<file path="src/rtl/col2img_writeback_pkg.sv">
// Shared constants and FSM encoding for the col2img write-back block.
// Latency: n/a (definitions only).
// Backpressure: n/a.
package col2img_writeback_pkg;

  localparam int DEF_S2P_SIZE         = 4;
  localparam int DEF_ACC_WIDTH        = 32;
  localparam int DEF_ADDR_SIZE        = 16;
  localparam int DEF_KERNEL_NUMS_SIZE = 8;
  localparam int DEF_TENSOR_SIZE      = 8;

  typedef enum logic [2:0] {
    IDLE      = 3'd0,
    LOAD      = 3'd1,
    WAIT_TILE = 3'd2,
    DRAIN     = 3'd3,
    FIN       = 3'd4
  } wb_state_e;

endpackage

</file>
<file path="src/rtl/col2img_writeback_if.sv">
// Tile input handshake plus single-word memory write port of the write-back block.
// Latency: n/a (wires only).
// Backpressure: tile side valid/ready, write side en/ready.
interface col2img_writeback_if import col2img_writeback_pkg::*; #(
  parameter int S2P_SIZE  = DEF_S2P_SIZE,
  parameter int ACC_WIDTH = DEF_ACC_WIDTH,
  parameter int ADDR_SIZE = DEF_ADDR_SIZE
);
  logic                                    i_tile_valid;
  logic                                    o_tile_ready;
  logic [S2P_SIZE*S2P_SIZE*ACC_WIDTH-1:0]  i_tile_data;
  logic                                    o_wr_en;
  logic [ADDR_SIZE-1:0]                    o_wr_addr;
  logic [ACC_WIDTH-1:0]                    o_wr_data;
  logic                                    i_wr_ready;

  // The write-back block itself.
  modport slave (
    input  i_tile_valid, i_tile_data, i_wr_ready,
    output o_tile_ready, o_wr_en, o_wr_addr, o_wr_data
  );

  // Tile producer plus memory port on the other side.
  modport master (
    output i_tile_valid, i_tile_data, i_wr_ready,
    input  o_tile_ready, o_wr_en, o_wr_addr, o_wr_data
  );
endinterface

</file>
<file path="src/rtl/col2img_writeback_wb_addr_gen.sv">
// Tile/row/column walker producing channel-major write addresses and tile limits.
// Latency: combinational current/next view of registered counters; advances one element per step.
// Backpressure: counters only move on step, so a stalled write holds its position.
module wb_addr_gen import col2img_writeback_pkg::*; #(
  parameter int S2P_SIZE  = DEF_S2P_SIZE,
  parameter int ADDR_SIZE = DEF_ADDR_SIZE,
  parameter int KN_W      = DEF_KERNEL_NUMS_SIZE,
  parameter int PIX_W     = 2*DEF_TENSOR_SIZE
) (
  input  logic                            clk,
  input  logic                            rst,
  input  logic                            load,
  input  logic                            step,
  input  logic [KN_W-1:0]                 cfg_kernel_nums,
  input  logic [PIX_W-1:0]                cfg_out_pixels,
  input  logic [ADDR_SIZE-1:0]            cfg_base_addr,
  output logic                            empty,
  output logic                            last_elem,
  output logic                            last_tile,
  output logic [2*$clog2(S2P_SIZE)-1:0]   cur_idx,
  output logic [2*$clog2(S2P_SIZE)-1:0]   nxt_idx,
  output logic [ADDR_SIZE-1:0]            cur_addr,
  output logic [ADDR_SIZE-1:0]            nxt_addr
);
  localparam int LG = $clog2(S2P_SIZE);

  logic [KN_W-1:0]      kn_q, kt_tot, kt, nxt_kt;
  logic [PIX_W-1:0]     pix_q, pt_tot, pt, nxt_pt;
  logic [LG-1:0]        r, c, nxt_r, nxt_c;
  logic [ADDR_SIZE-1:0] kt_base, row_base, col_off;
  logic [ADDR_SIZE-1:0] nxt_kt_base, nxt_row_base, nxt_col_off;
  logic [ADDR_SIZE-1:0] pix_a, stride_kt;
  logic [LG:0]          row_lim, col_lim;
  logic                 last_kt, last_pt, last_row, last_col;

  assign pix_a     = ADDR_SIZE'(pix_q);
  assign stride_kt = pix_a << LG;
  assign last_kt   = (kt == kt_tot - 1'b1);
  assign last_pt   = (pt == pt_tot - 1'b1);
  // Only the final tile in each direction can be partial; its size is the remainder.
  assign row_lim   = (last_kt && kn_q[LG-1:0] != '0)  ? {1'b0, kn_q[LG-1:0]}  : (LG+1)'(S2P_SIZE);
  assign col_lim   = (last_pt && pix_q[LG-1:0] != '0) ? {1'b0, pix_q[LG-1:0]} : (LG+1)'(S2P_SIZE);
  assign last_row  = ({1'b0, r} == row_lim - 1'b1);
  assign last_col  = ({1'b0, c} == col_lim - 1'b1);
  assign last_elem = last_row && last_col;
  assign last_tile = last_kt && last_pt;
  assign empty     = (kn_q == '0) || (pix_q == '0);

  assign cur_idx  = {r, c};
  assign nxt_idx  = {nxt_r, nxt_c};
  assign cur_addr = row_base + col_off + ADDR_SIZE'(c);
  assign nxt_addr = nxt_row_base + nxt_col_off + ADDR_SIZE'(nxt_c);

  // Next element in r-outer/c-inner order, rolling into pt then kt at tile ends.
  always_comb begin
    nxt_r        = r;
    nxt_c        = c;
    nxt_pt       = pt;
    nxt_kt       = kt;
    nxt_kt_base  = kt_base;
    nxt_row_base = row_base;
    nxt_col_off  = col_off;
    if (!last_col) begin
      nxt_c = c + 1'b1;
    end else if (!last_row) begin
      nxt_c        = '0;
      nxt_r        = r + 1'b1;
      nxt_row_base = row_base + pix_a;
    end else begin
      nxt_c = '0;
      nxt_r = '0;
      if (!last_pt) begin
        nxt_pt       = pt + 1'b1;
        nxt_col_off  = col_off + ADDR_SIZE'(S2P_SIZE);
        nxt_row_base = kt_base;
      end else begin
        nxt_pt       = '0;
        nxt_col_off  = '0;
        nxt_kt       = kt + 1'b1;
        nxt_kt_base  = kt_base + stride_kt;
        nxt_row_base = kt_base + stride_kt;
      end
    end
  end

  // Config latch on start, then one element advance per accepted write.
  always_ff @(posedge clk) begin
    if (rst) begin
      kn_q <= '0; pix_q <= '0; kt_tot <= '0; pt_tot <= '0;
      kt <= '0; pt <= '0; r <= '0; c <= '0;
      kt_base <= '0; row_base <= '0; col_off <= '0;
    end else if (load) begin
      kn_q     <= cfg_kernel_nums;
      pix_q    <= cfg_out_pixels;
      kt_tot   <= (cfg_kernel_nums >> LG) + KN_W'(|cfg_kernel_nums[LG-1:0]);
      pt_tot   <= (cfg_out_pixels >> LG) + PIX_W'(|cfg_out_pixels[LG-1:0]);
      kt <= '0; pt <= '0; r <= '0; c <= '0;
      kt_base  <= cfg_base_addr;
      row_base <= cfg_base_addr;
      col_off  <= '0;
    end else if (step) begin
      kt <= nxt_kt; pt <= nxt_pt; r <= nxt_r; c <= nxt_c;
      kt_base  <= nxt_kt_base;
      row_base <= nxt_row_base;
      col_off  <= nxt_col_off;
    end
  end

endmodule

</file>
<file path="src/rtl/col2img_writeback.sv">
// Serialises GEMM result tiles into trimmed, channel-major single-word memory writes.
// Latency: first write the cycle after tile acceptance, then one write per accepted cycle.
// Backpressure: i_wr_ready low holds addr/data/en; tile ready only while waiting for a tile.
module col2img_writeback import col2img_writeback_pkg::*; #(
  parameter int S2P_SIZE  = DEF_S2P_SIZE,
  parameter int ACC_WIDTH = DEF_ACC_WIDTH,
  parameter int ADDR_SIZE = DEF_ADDR_SIZE,
  parameter int KN_W      = DEF_KERNEL_NUMS_SIZE,
  parameter int PIX_W     = 2*DEF_TENSOR_SIZE
) (
  input  logic                 clk,
  input  logic                 rst,
  input  logic                 start,
  input  logic [KN_W-1:0]      cfg_kernel_nums,
  input  logic [PIX_W-1:0]     cfg_out_pixels,
  input  logic [ADDR_SIZE-1:0] cfg_base_addr,
  col2img_writeback_if.slave   bus,
  output logic                 o_busy,
  output logic                 o_done
);
  localparam int IDX_W = 2*$clog2(S2P_SIZE);
  localparam int TW    = S2P_SIZE*S2P_SIZE*ACC_WIDTH;

  wb_state_e            state_q, state_d;
  logic [TW-1:0]        tile_q, sel_src;
  logic [IDX_W-1:0]     cur_idx, nxt_idx, sel_idx;
  logic [ADDR_SIZE-1:0] cur_addr, nxt_addr, sel_addr;
  logic [ACC_WIDTH-1:0] sel_elem;
  logic                 empty, last_elem, last_tile, load, accept, step;

  assign load   = (state_q == IDLE) && start;
  assign accept = (state_q == WAIT_TILE) && bus.i_tile_valid && bus.o_tile_ready;
  assign step   = (state_q == DRAIN) && bus.o_wr_en && bus.i_wr_ready;

  wb_addr_gen #(
    .S2P_SIZE(S2P_SIZE), .ADDR_SIZE(ADDR_SIZE), .KN_W(KN_W), .PIX_W(PIX_W)
  ) u_addr_gen (
    .clk(clk), .rst(rst), .load(load), .step(step),
    .cfg_kernel_nums(cfg_kernel_nums), .cfg_out_pixels(cfg_out_pixels),
    .cfg_base_addr(cfg_base_addr),
    .empty(empty), .last_elem(last_elem), .last_tile(last_tile),
    .cur_idx(cur_idx), .nxt_idx(nxt_idx), .cur_addr(cur_addr), .nxt_addr(nxt_addr)
  );

  // State register.
  always_ff @(posedge clk) begin
    if (rst) state_q <= IDLE;
    else     state_q <= state_d;
  end

  // Next-state logic; start outside IDLE is ignored.
  always_comb begin
    state_d = state_q;
    unique case (state_q)
      IDLE:      if (start) state_d = LOAD;
      LOAD:      state_d = empty ? FIN : WAIT_TILE;
      WAIT_TILE: if (accept) state_d = DRAIN;
      DRAIN:     if (step && last_elem) state_d = last_tile ? FIN : WAIT_TILE;
      FIN:       state_d = IDLE;
      default:   state_d = IDLE;
    endcase
  end

  // At acceptance the first element comes straight off the bus; afterwards from the capture.
  always_comb begin
    sel_src  = (state_q == WAIT_TILE) ? bus.i_tile_data : tile_q;
    sel_idx  = (state_q == WAIT_TILE) ? cur_idx : nxt_idx;
    sel_addr = (state_q == WAIT_TILE) ? cur_addr : nxt_addr;
    sel_elem = '0;
    for (int i = 0; i < S2P_SIZE*S2P_SIZE; i++) begin
      if (sel_idx == IDX_W'(i)) sel_elem = sel_src[i*ACC_WIDTH +: ACC_WIDTH];
    end
  end

  // Tile capture so upstream may move on as soon as the tile is accepted.
  always_ff @(posedge clk) begin
    if (rst)         tile_q <= '0;
    else if (accept) tile_q <= bus.i_tile_data;
  end

  // Registered outputs; status flags decode the next state so they line up with it.
  always_ff @(posedge clk) begin
    if (rst) begin
      bus.o_tile_ready <= 1'b0;
      bus.o_wr_en      <= 1'b0;
      bus.o_wr_addr    <= '0;
      bus.o_wr_data    <= '0;
      o_busy           <= 1'b0;
      o_done           <= 1'b0;
    end else begin
      bus.o_tile_ready <= (state_d == WAIT_TILE);
      o_busy           <= state_d inside {LOAD, WAIT_TILE, DRAIN};
      o_done           <= (state_d == FIN);
      if (accept) begin
        bus.o_wr_en   <= 1'b1;
        bus.o_wr_addr <= sel_addr;
        bus.o_wr_data <= sel_elem;
      end else if (step) begin
        if (last_elem) begin
          bus.o_wr_en <= 1'b0;
        end else begin
          bus.o_wr_addr <= sel_addr;
          bus.o_wr_data <= sel_elem;
        end
      end
    end
  end

endmodule

</file>
<file path="src/flat_wrapper.sv">
// flat-port wrapper written by rule: the top's interface ports become plain ports
module col2img_writeback_flat import col2img_writeback_pkg::*;
#(
  parameter int S2P_SIZE  = DEF_S2P_SIZE,
  parameter int ACC_WIDTH = DEF_ACC_WIDTH,
  parameter int ADDR_SIZE = DEF_ADDR_SIZE,
  parameter int KN_W      = DEF_KERNEL_NUMS_SIZE,
  parameter int PIX_W     = 2*DEF_TENSOR_SIZE
)
  (clk, rst, start, cfg_kernel_nums, cfg_out_pixels, cfg_base_addr, o_busy, o_done, bus_i_tile_valid, bus_i_tile_data, bus_i_wr_ready, bus_o_tile_ready, bus_o_wr_en, bus_o_wr_addr, bus_o_wr_data);
  col2img_writeback_if #(.S2P_SIZE(S2P_SIZE), .ACC_WIDTH(ACC_WIDTH), .ADDR_SIZE(ADDR_SIZE)) bus_i ();
  input  logic clk;
  input  logic rst;
  input  logic start;
  input  logic [KN_W-1:0] cfg_kernel_nums;
  input  logic [PIX_W-1:0] cfg_out_pixels;
  input  logic [ADDR_SIZE-1:0] cfg_base_addr;
  output logic o_busy;
  output logic o_done;
  input wire logic [$bits(bus_i.i_tile_valid)-1:0] bus_i_tile_valid;
  input wire logic [$bits(bus_i.i_tile_data)-1:0] bus_i_tile_data;
  input wire logic [$bits(bus_i.i_wr_ready)-1:0] bus_i_wr_ready;
  output wire logic [$bits(bus_i.o_tile_ready)-1:0] bus_o_tile_ready;
  output wire logic [$bits(bus_i.o_wr_en)-1:0] bus_o_wr_en;
  output wire logic [$bits(bus_i.o_wr_addr)-1:0] bus_o_wr_addr;
  output wire logic [$bits(bus_i.o_wr_data)-1:0] bus_o_wr_data;
  assign bus_i.i_tile_valid = bus_i_tile_valid;
  assign bus_i.i_tile_data = bus_i_tile_data;
  assign bus_i.i_wr_ready = bus_i_wr_ready;
  assign bus_o_tile_ready = bus_i.o_tile_ready;
  assign bus_o_wr_en = bus_i.o_wr_en;
  assign bus_o_wr_addr = bus_i.o_wr_addr;
  assign bus_o_wr_data = bus_i.o_wr_data;
  col2img_writeback #(.S2P_SIZE(S2P_SIZE), .ACC_WIDTH(ACC_WIDTH), .ADDR_SIZE(ADDR_SIZE), .KN_W(KN_W), .PIX_W(PIX_W)) u_core (.clk(clk), .rst(rst), .start(start), .cfg_kernel_nums(cfg_kernel_nums), .cfg_out_pixels(cfg_out_pixels), .cfg_base_addr(cfg_base_addr), .bus(bus_i), .o_busy(o_busy), .o_done(o_done));
endmodule
</file>
<file path="config.mk">
export PLATFORM = sky130hd
export DESIGN_NAME = col2img_writeback_flat
export DESIGN_NICKNAME = d
export VERILOG_FILES = /design/src/rtl/col2img_writeback_pkg.sv /design/src/rtl/col2img_writeback_if.sv /design/src/rtl/col2img_writeback_wb_addr_gen.sv /design/src/rtl/col2img_writeback.sv /design/src/flat_wrapper.sv
export SDC_FILE = /design/constraint.sdc
export NUM_CORES = 2
export LEC_CHECK = 0
export BUFFER_PORTS_ARGS = -buffer_cell sky130_fd_sc_hd__clkbuf_2
export CAP_MARGIN = 20
export CORE_UTILIZATION = 55
export DETAILED_ROUTE_END_ITERATION = 6
export HOLD_SLACK_MARGIN = 0.12
export PLACE_DENSITY_LB_ADDON = 0.2
export SLEW_MARGIN = 15
export SYNTH_ARGS = -nofsm -noshare
export SYNTH_HDL_FRONTEND = slang
export SYNTH_SLANG_ARGS = --single-unit
</file>
<file path="constraint.sdc">
create_clock -name clk -period 8.23 [get_ports clk]
set_input_delay 2.469 -clock clk [delete_from_list [all_inputs] [get_ports clk]]
set_output_delay 2.469 -clock clk [all_outputs]
set_load 0.05 [all_outputs]
</file>
Yosys cells after proc, flatten, opt, wreduce, memory -nomap -nowiden --
Cells that the tools add are included.
Word-level totals: bits in read-only memories 0, register bits after elaboration 691, output and inout port bits 52, input port bits 557, memories 0, logic and storage cells 146, latch bits 0, RAM bits 0
Cells by class: divide/modulo/power cells 0, equal/unequal tests 27, multipliers 0, shift operators 0, bitwise operators 0, add/sub/neg operators 17, reduce and logical (&&, ||, !) cells 31, $lt $le $gt $ge 0, multiplexer cells 52
Operator list (number):
- $mux W32 | 19
- $mux W512 | 1
- $mux W16 | 17
- $add A16 B16 Y16 | 4
- $add A16 B2 Y16 | 2
- $eq A4 B4 Y1 const B | 8
- $mux W3 | 7
- $add A16 B1 Y16 const B | 1
- $add A16 B3 Y16 const B | 1
- $eq A16 B16 Y1 | 1
- $eq A4 B3 Y1 const B | 4
- $logic_not A16 Y1 | 1
- $sub A16 B1 Y16 const B | 1
- $add A14 B1 Y15 | 1
- $reduce_bool A2 Y1 | 7
- $eq A3 B2 Y1 const B | 4
- $pmux W3 S4 | 1
- $logic_and A1 B1 Y1 | 10
- $add A8 B1 Y8 const B | 1
- $eq A4 B2 Y1 const B | 2
- $eq A8 B8 Y1 | 1
- $logic_not A8 Y1 | 1
- $sub A8 B1 Y8 const B | 1
- $add A6 B1 Y7 | 1
- 18 further kinds | 30

Longest topological paths before layout --
depth after elaboration 29, depth in mapped cells 37, mapped depth without buffers 33

Hierarchy --
A second synthesis with hierarchy kept.
Unflattened totals: cells, all modules 5372, area total of the unflattened synthesis 39793.2 um2
Modules (own cells, without submodules):
- col2img_writeback | cells each 4110, area each 29759.8 um2, seq. area each 11350.9 um2, instances 1
- wb_addr_gen | cells each 1262, area each 10033.4 um2, seq. area each 2442.3 um2, instances 1

Least setup slack after synthesis --
OpenSTA, ideal clock, no wires.
kind register to register, from reg u_core.u_addr_gen.pt_tot[4], to reg u_core.bus.o_wr_addr[15], period minus slack after synthesis 7.341 ns, setup time 0.114 ns, path buffers 4, required time 8.116 ns, path slack 0.889 ns, data arrival time 7.226 ns, cell stages (with the launch flop) 36, cell sequence dfxtp_1 -> buf_4 -> or4_4 -> nor4_4 -> mux2i_1 -> mux2i_1 -> o21a_1 -> buf_4 -> nor3_1 -> nand2_1 -> ha_1 -> or3_1 -> or3_1 -> a221oi_2 -> buf_4 -> nand2_1 -> nor2_1 -> clkbuf_1 -> nor2_1 -> fa_1 -> ha_1 -> inv_1 -> fa_1 -> nor2b_1 -> o21ai_0 -> a21boi_0 -> o21ai_0 -> a21boi_0 -> o21ai_0 -> a21oi_1 -> o41ai_1 -> o21ai_0 -> xnor2_1 -> xnor2_1 -> o21ai_1 -> nand2_1
On the way: longest elaborated chain between the ends 13, elaborated cells on any way between the ends 22, classes of those cells add/sub: 4; eq/ne: 3; mux: 12; reduce/logical: 3
Ends and longest elaborated chain:
- start: declaration | line col2img_writeback_wb_addr_gen.sv:28 | logic [PIX_W-1:0] pix_q, pt_tot, pt, nxt_pt;
- start signal: assignment | line col2img_writeback_wb_addr_gen.sv:96 | pt_tot <= (cfg_out_pixels >> LG) + PIX_W'(|cfg_out_pixels[LG-1:0]);
- $sub A16 B1 Y16 (*) | line col2img_writeback_wb_addr_gen.sv:39 | assign last_pt = (pt == pt_tot - 1'b1);
- $eq A16 B16 Y1 (*) | line col2img_writeback_wb_addr_gen.sv:39
- $logic_and A1 B1 Y1 | line col2img_writeback_wb_addr_gen.sv:42 | assign col_lim = (last_pt && pix_q[LG-1:0] != '0) ? {1'b0, pix_q[LG-1:0]} : (LG+1)'(S2P_SIZE);
- $mux W3 | line col2img_writeback_wb_addr_gen.sv:42
- $sub A3 B1 Y3 | line col2img_writeback_wb_addr_gen.sv:44 | assign last_col = ({1'b0, c} == col_lim - 1'b1);
- $eq A2 B3 Y1 | line col2img_writeback_wb_addr_gen.sv:44
- $mux W16 (*) | line col2img_writeback_wb_addr_gen.sv:63 | if (!last_col) begin
- via u_core.u_addr_gen.nxt_col_off[0] | line col2img_writeback_wb_addr_gen.sv:31 | logic [ADDR_SIZE-1:0] nxt_kt_base, nxt_row_base, nxt_col_off;
- $add A16 B16 Y16 (*) | line col2img_writeback_wb_addr_gen.sv:52 | assign nxt_addr = nxt_row_base + nxt_col_off + ADDR_SIZE'(nxt_c);
- $add A16 B2 Y16 (*) | line col2img_writeback_wb_addr_gen.sv:52
- $mux W16 (*) | line col2img_writeback.sv:68 | sel_addr = (state_q == WAIT_TILE) ? cur_addr : nxt_addr;
- $mux W16 | line col2img_writeback.sv:99 | if (last_elem) begin
- $mux W16 | line col2img_writeback.sv:98 | end else if (step) begin
- $mux W16 (*) | line col2img_writeback.sv:94 | if (accept) begin
- end signal: assignment | line col2img_writeback.sv:96 | bus.o_wr_addr <= sel_addr;
- end signal: assignment | line col2img_writeback.sv:102 | bus.o_wr_addr <= sel_addr;
- end: declaration | line col2img_writeback_if.sv:20 | output o_tile_ready, o_wr_en, o_wr_addr, o_wr_data
Mark *: on every way through the listed nets, which the timed path passes. The rest lies on a longest branch. The select of a mux whose other input is x is not followed. A chain may end at the register's enable or synchronous reset.

Worst setup path in the final report --
Ends and elaborated chain as after synthesis.

==> metrics.md <==
| Metric | Value |
|---|---|
| Status | `complete, but fails checks` |
| Clock transition at path regs | `60 ps` |
| CP Capture Type | `flop` |
| Post-CTS repair timing setup buffer count | `0` |
| Number of hold violations in the final report | `0` |
| Min-delay worst type | `reg -> reg` |
| Top-level I/O count | `609` |
| Count of cell types in the netlist | `88` |
| H-tree Lvls | `3` |
| GPL Wtd Cong | `0.9806` |
| CP Data Arrival Time | `8050 ps` |
| First-pass iteration count of the detailed router | `7` |
| Setup skew after layout | `34.73 ps` |
| ANT nets after route | `0` |
| Actual slew at the worst max-slew pin | `1250 ps` |
| Clock share of power | `42.8%` |
| Biggest area contributors in the synthesized netlist | `dfxtp_1, nand2_1, a21oi_1` |
| Gate count after technology mapping | `5358` |
| Fraction of power spent switching nets | `28.70%` |
| Final critical-path share of the clock period | `91.56%` |
| Leading register cell type out of synthesis | `dfxtp_1` |
| GRT Residual Overflow | `0` |
| Sequential cell area fraction in the yosys report | `35.67%` |
| Largest area contributor in the synthesized netlist | `dfxtp_1` |
| Final number of setup-violating endpoints | `0` |
| Hold buffers post-CTS | `0` |
| Startpoint kind of the worst setup timing path | `flop` |
| Crit Reg-Reg Startpoint | `u_core.u_addr_gen.pt_tot[4]` |
| Vias per std cell | `6.185` |
| Via count of the first global-routing pass | `37100` |
| Signed area change from the synthesized netlist to the final layout | `15.44%` |
| Antenna violations before repair | `41` |
| Cell Area, Synth | `38670 sq um` |
| CTS tree | `done` |
| Most common library cells after synthesis | `nand2_1, a21oi_1, dfxtp_1` |
| RSZ-0062 raised after global routing | `no` |
| Net Count, Synth | `6016` |
| Post-layout utilization of the core | `64.64%` |
| Highest Clock Rate | `132.7 MHz` |
| Fraction of registers with async set/reset | `0%` |
| Clock buffer count from CTS | `77` |
| Detail Placement HPWL | `107800 um` |
| Peak fanout along the critical path | `29` |
| R2r endpoint | `u_core.bus.o_wr_addr[15]` |
| Maximum vdd drop | `0.0001532 V` |
| Number of max-cap violations | `0` |
| Clock latency on the worst-skew pair | `650 ps` |
| Cell internal pwr | `5.905 mW` |
| TNS Setup | `0 ps` |
| Path depth of the worst reg2reg path | `29` |
| Worst-case headroom to the max-slew limit | `16.65%` |
| Fin nets | `6356` |
| Ratio of total power to cell area | `185.5 nW/um^2` |
| Count of warnings emitted by yosys | `0` |
| Sink count of the clock tree | `689` |
| Violated checks | `DRC` |
| Cell at the root of the clock tree | `clkbuf_16` |
| Pin count of the biggest net entering global routing | `233` |
| Class of the most critical setup path | `reg -> reg` |
| Storage element area | `13800 sq um` |
| Count of flip-flops with a built-in enable after synthesis | `0` |
| Final wirelength | `152800 um` |
| Syn_area_per_cell | `7.218 sq um` |
| Critical Path Max Stage Delay | `590 ps` |
| Number of register bits inferred by synthesis | `689` |
| Effective utilization at floorplan | `55.99%` |
| CTS max path bufs | `3` |
| GR Util All Layers | `41.20%` |
| Area of the die | `71380 sq um` |
| Initial DRC Count | `5960` |
| Endpoint required time on the critical path | `8750 ps` |
| Net switching power | `2.377 mW` |
| Cell with the most instances after synthesis | `nand2_1` |
| Hold Startpoint | `u_core.tile_q[436]` |
| Count of cells along the worst hold path | `2` |
| Worst path bufs/invs | `2` |
| Leak pwr | `15.91 nW` |
| Part of the power in registers | `41.7%` |
| Wire per inst | `22.75 um` |
| Overall die width | `267.2 um` |
| Overall die height | `267.2 um` |
| First-pass GRT wire length | `225100 um` |
| Reg2reg setup slack | `690 ps` |
| Slew Viols, Final | `0` |
| Worst Hold End | `u_core.tile_q[436]` |
| Crit-path slowest cell | `or4_4` |
| Core Area | `69070 sq um` |
| Count of fill cells added during filler insertion | `6152` |
| Min Tclk post-route | `7536 ps` |
| DRC viols | `1` |
| Kind of cell adding the most delay to the critical path | `simple AND/OR/NAND/NOR gates` |
| Vias | `41530` |
| Combinational cell fraction of total power | `15.5%` |
| Number of port buffers | `608` |
| Fraction of layout cells with a size suffix above 1 | `15.55%` |
| Area share of the largest cell type after synthesis | `35.67%` |
| Multi-input gate area | `23170 sq um` |
| Std cell rows | `96` |
==> placed cells by master (no fill, tap or decap), types with 14 or more instances in the layout <==
cell | netlist | final
clkbuf_1 | 338 | 20
buf_4 | 19 | 73
and3_1 | 25 | 24
inv_1 | 40 | 40
a221oi_1 | 36 | 36
o21ai_0 | 168 | 165
dfxtp_1 | 689 | 688
a21oi_1 | 751 | 747
nand3_1 | 95 | 94
a22oi_1 | 26 | 26
ha_1 | 93 | 93
o221ai_1 | 56 | 56
o211ai_1 | 37 | 37
nand2b_1 | 21 | 19
nor3_1 | 71 | 67
a311o_1 | 14 | 14
nand2_1 | 1773 | 1772
xnor2_1 | 54 | 54
mux2i_1 | 187 | 187
a2111oi_0 | 14 | 14
clkbuf_16 | 0 | 81
a2bb2oi_1 | 15 | 15
clkbuf_2 | 0 | 607
or3_1 | 28 | 28
a32o_1 | 20 | 20
o21ai_1 | 32 | 32
diode_2 | 0 | 29
xor2_1 | 68 | 68
a31oi_1 | 41 | 41
mux4_2 | 18 | 18
a211oi_1 | 50 | 48
o22ai_1 | 28 | 28
clkbuf_8 | 0 | 14
nor2_1 | 233 | 228
a211o_1 | 17 | 17
==> what timing repair did <==
action | in CTS | in global routing
gates resized for setup | 0 | 7
endpoints found under the setup margin | 0 | 1
hold endpoints to repair | 0 | 0
==> worst min-delay path, stage by stage, from the launching register on <==
cell     delay [ps]
dfxtp_1         300
nand2_1          50
a21oi_1          50
==> area by class of cell <==
type / count / area share, %
clock buffer: 115 / 5.140
timing repair buffer: 688 / 8.380
antenna: 29 / 0.1626
tap: 931 / 2.609
multi-input combinational: 4202 / 51.90
inverter: 40 / 0.3363
clock inverter: 21 / 0.5662
sequential: 689 / 30.91
==> per-stage QoR <==
step	total power, mW	instance area, sq um	instances	hold slack [ps]	worst slack [ps]
after floorplan	4.231	38670	5358	431.7	889.0
after global placement	4.757	41990	6550	437.8	559.4
after detailed placement	4.764	41990	6550	443.1	478.7
after CTS	8.243	44540	6686	450.3	461.2
after global routing	8.504	44630	6709	464.2	45.83
final	8.282	44640	6715	450.7	694.3
==> power by group through the flow <==
stage / sequential, mW / clock (mW) / combinational (mW)
6_report: 3.45 / 3.54 / 1.28
5_1_grt: 3.46 / 3.69 / 1.35
4_1_cts: 3.45 / 3.55 / 1.25
3_5_place_dp: 3.52 / 0 / 1.24
3_3_place_gp: 3.52 / 0 / 1.24
2_1_floorplan: 3.50 / 0 / 0.727
==> state kept, by name, indices dropped and copies added (netlist names) <==
register,cells
u_core.u_addr_gen.c,2
u_core.u_addr_gen.pt_tot,15
u_core.bus.o_wr_data,32
u_core.u_addr_gen.kt,8
u_core.bus.o_wr_addr,16
u_core.o_busy,1
u_core.o_done,1
u_core.u_addr_gen.r,2
u_core.tile_q,512
u_core.u_addr_gen.col_off,16
u_core.u_addr_gen.kt_tot,7
u_core.bus.o_wr_en,1
u_core.state_q,3
u_core.u_addr_gen.kn_q,8
u_core.u_addr_gen.pix_a,16
u_core.u_addr_gen.kt_base,16
u_core.bus.o_tile_ready,1
u_core.u_addr_gen.row_base,16
u_core.u_addr_gen.pt,16
==> cells by family after synthesis <==
group / count (synthesis) / synth area share, %
simple gates: 2332 / 24.47
compound gates: 1439 / 22.72
flops: 689 / 35.67
buf+inv: 467 / 4.979
mux: 208 / 5.976
xor+xnor: 122 / 2.763
fa+ha+maj: 101 / 3.423
==> routing by layer <==
metal,GRT usage (%),vias to the layer above,part of all wire (%)
li1,-,19280,-
met1,52.74,19320,38
met2,60.84,2435,43
met3,9.709,473,11
met4,29.23,26,7.3
met5,0,-,0.11
==> how the worst max path moves through the flow <==
stage,start,endpoint,cells past startpoint
2_1_floorplan,u_core.u_addr_gen.pt_tot[4],u_core.bus.o_wr_addr[15],35
3_5_place_dp,u_core.u_addr_gen.pt_tot[0],u_core.bus.o_wr_addr[15],31
5_1_grt,u_core.u_addr_gen.kt_tot[0],u_core.bus.o_wr_addr[15],33
3_3_place_gp,u_core.u_addr_gen.pt_tot[0],u_core.bus.o_wr_addr[15],29
4_1_cts,u_core.u_addr_gen.pt_tot[0],u_core.bus.o_wr_addr[15],29
6_report,u_core.u_addr_gen.pt_tot[4],u_core.bus.o_wr_addr[15],29
No activity file was read; power rests on OpenSTA's default activity.
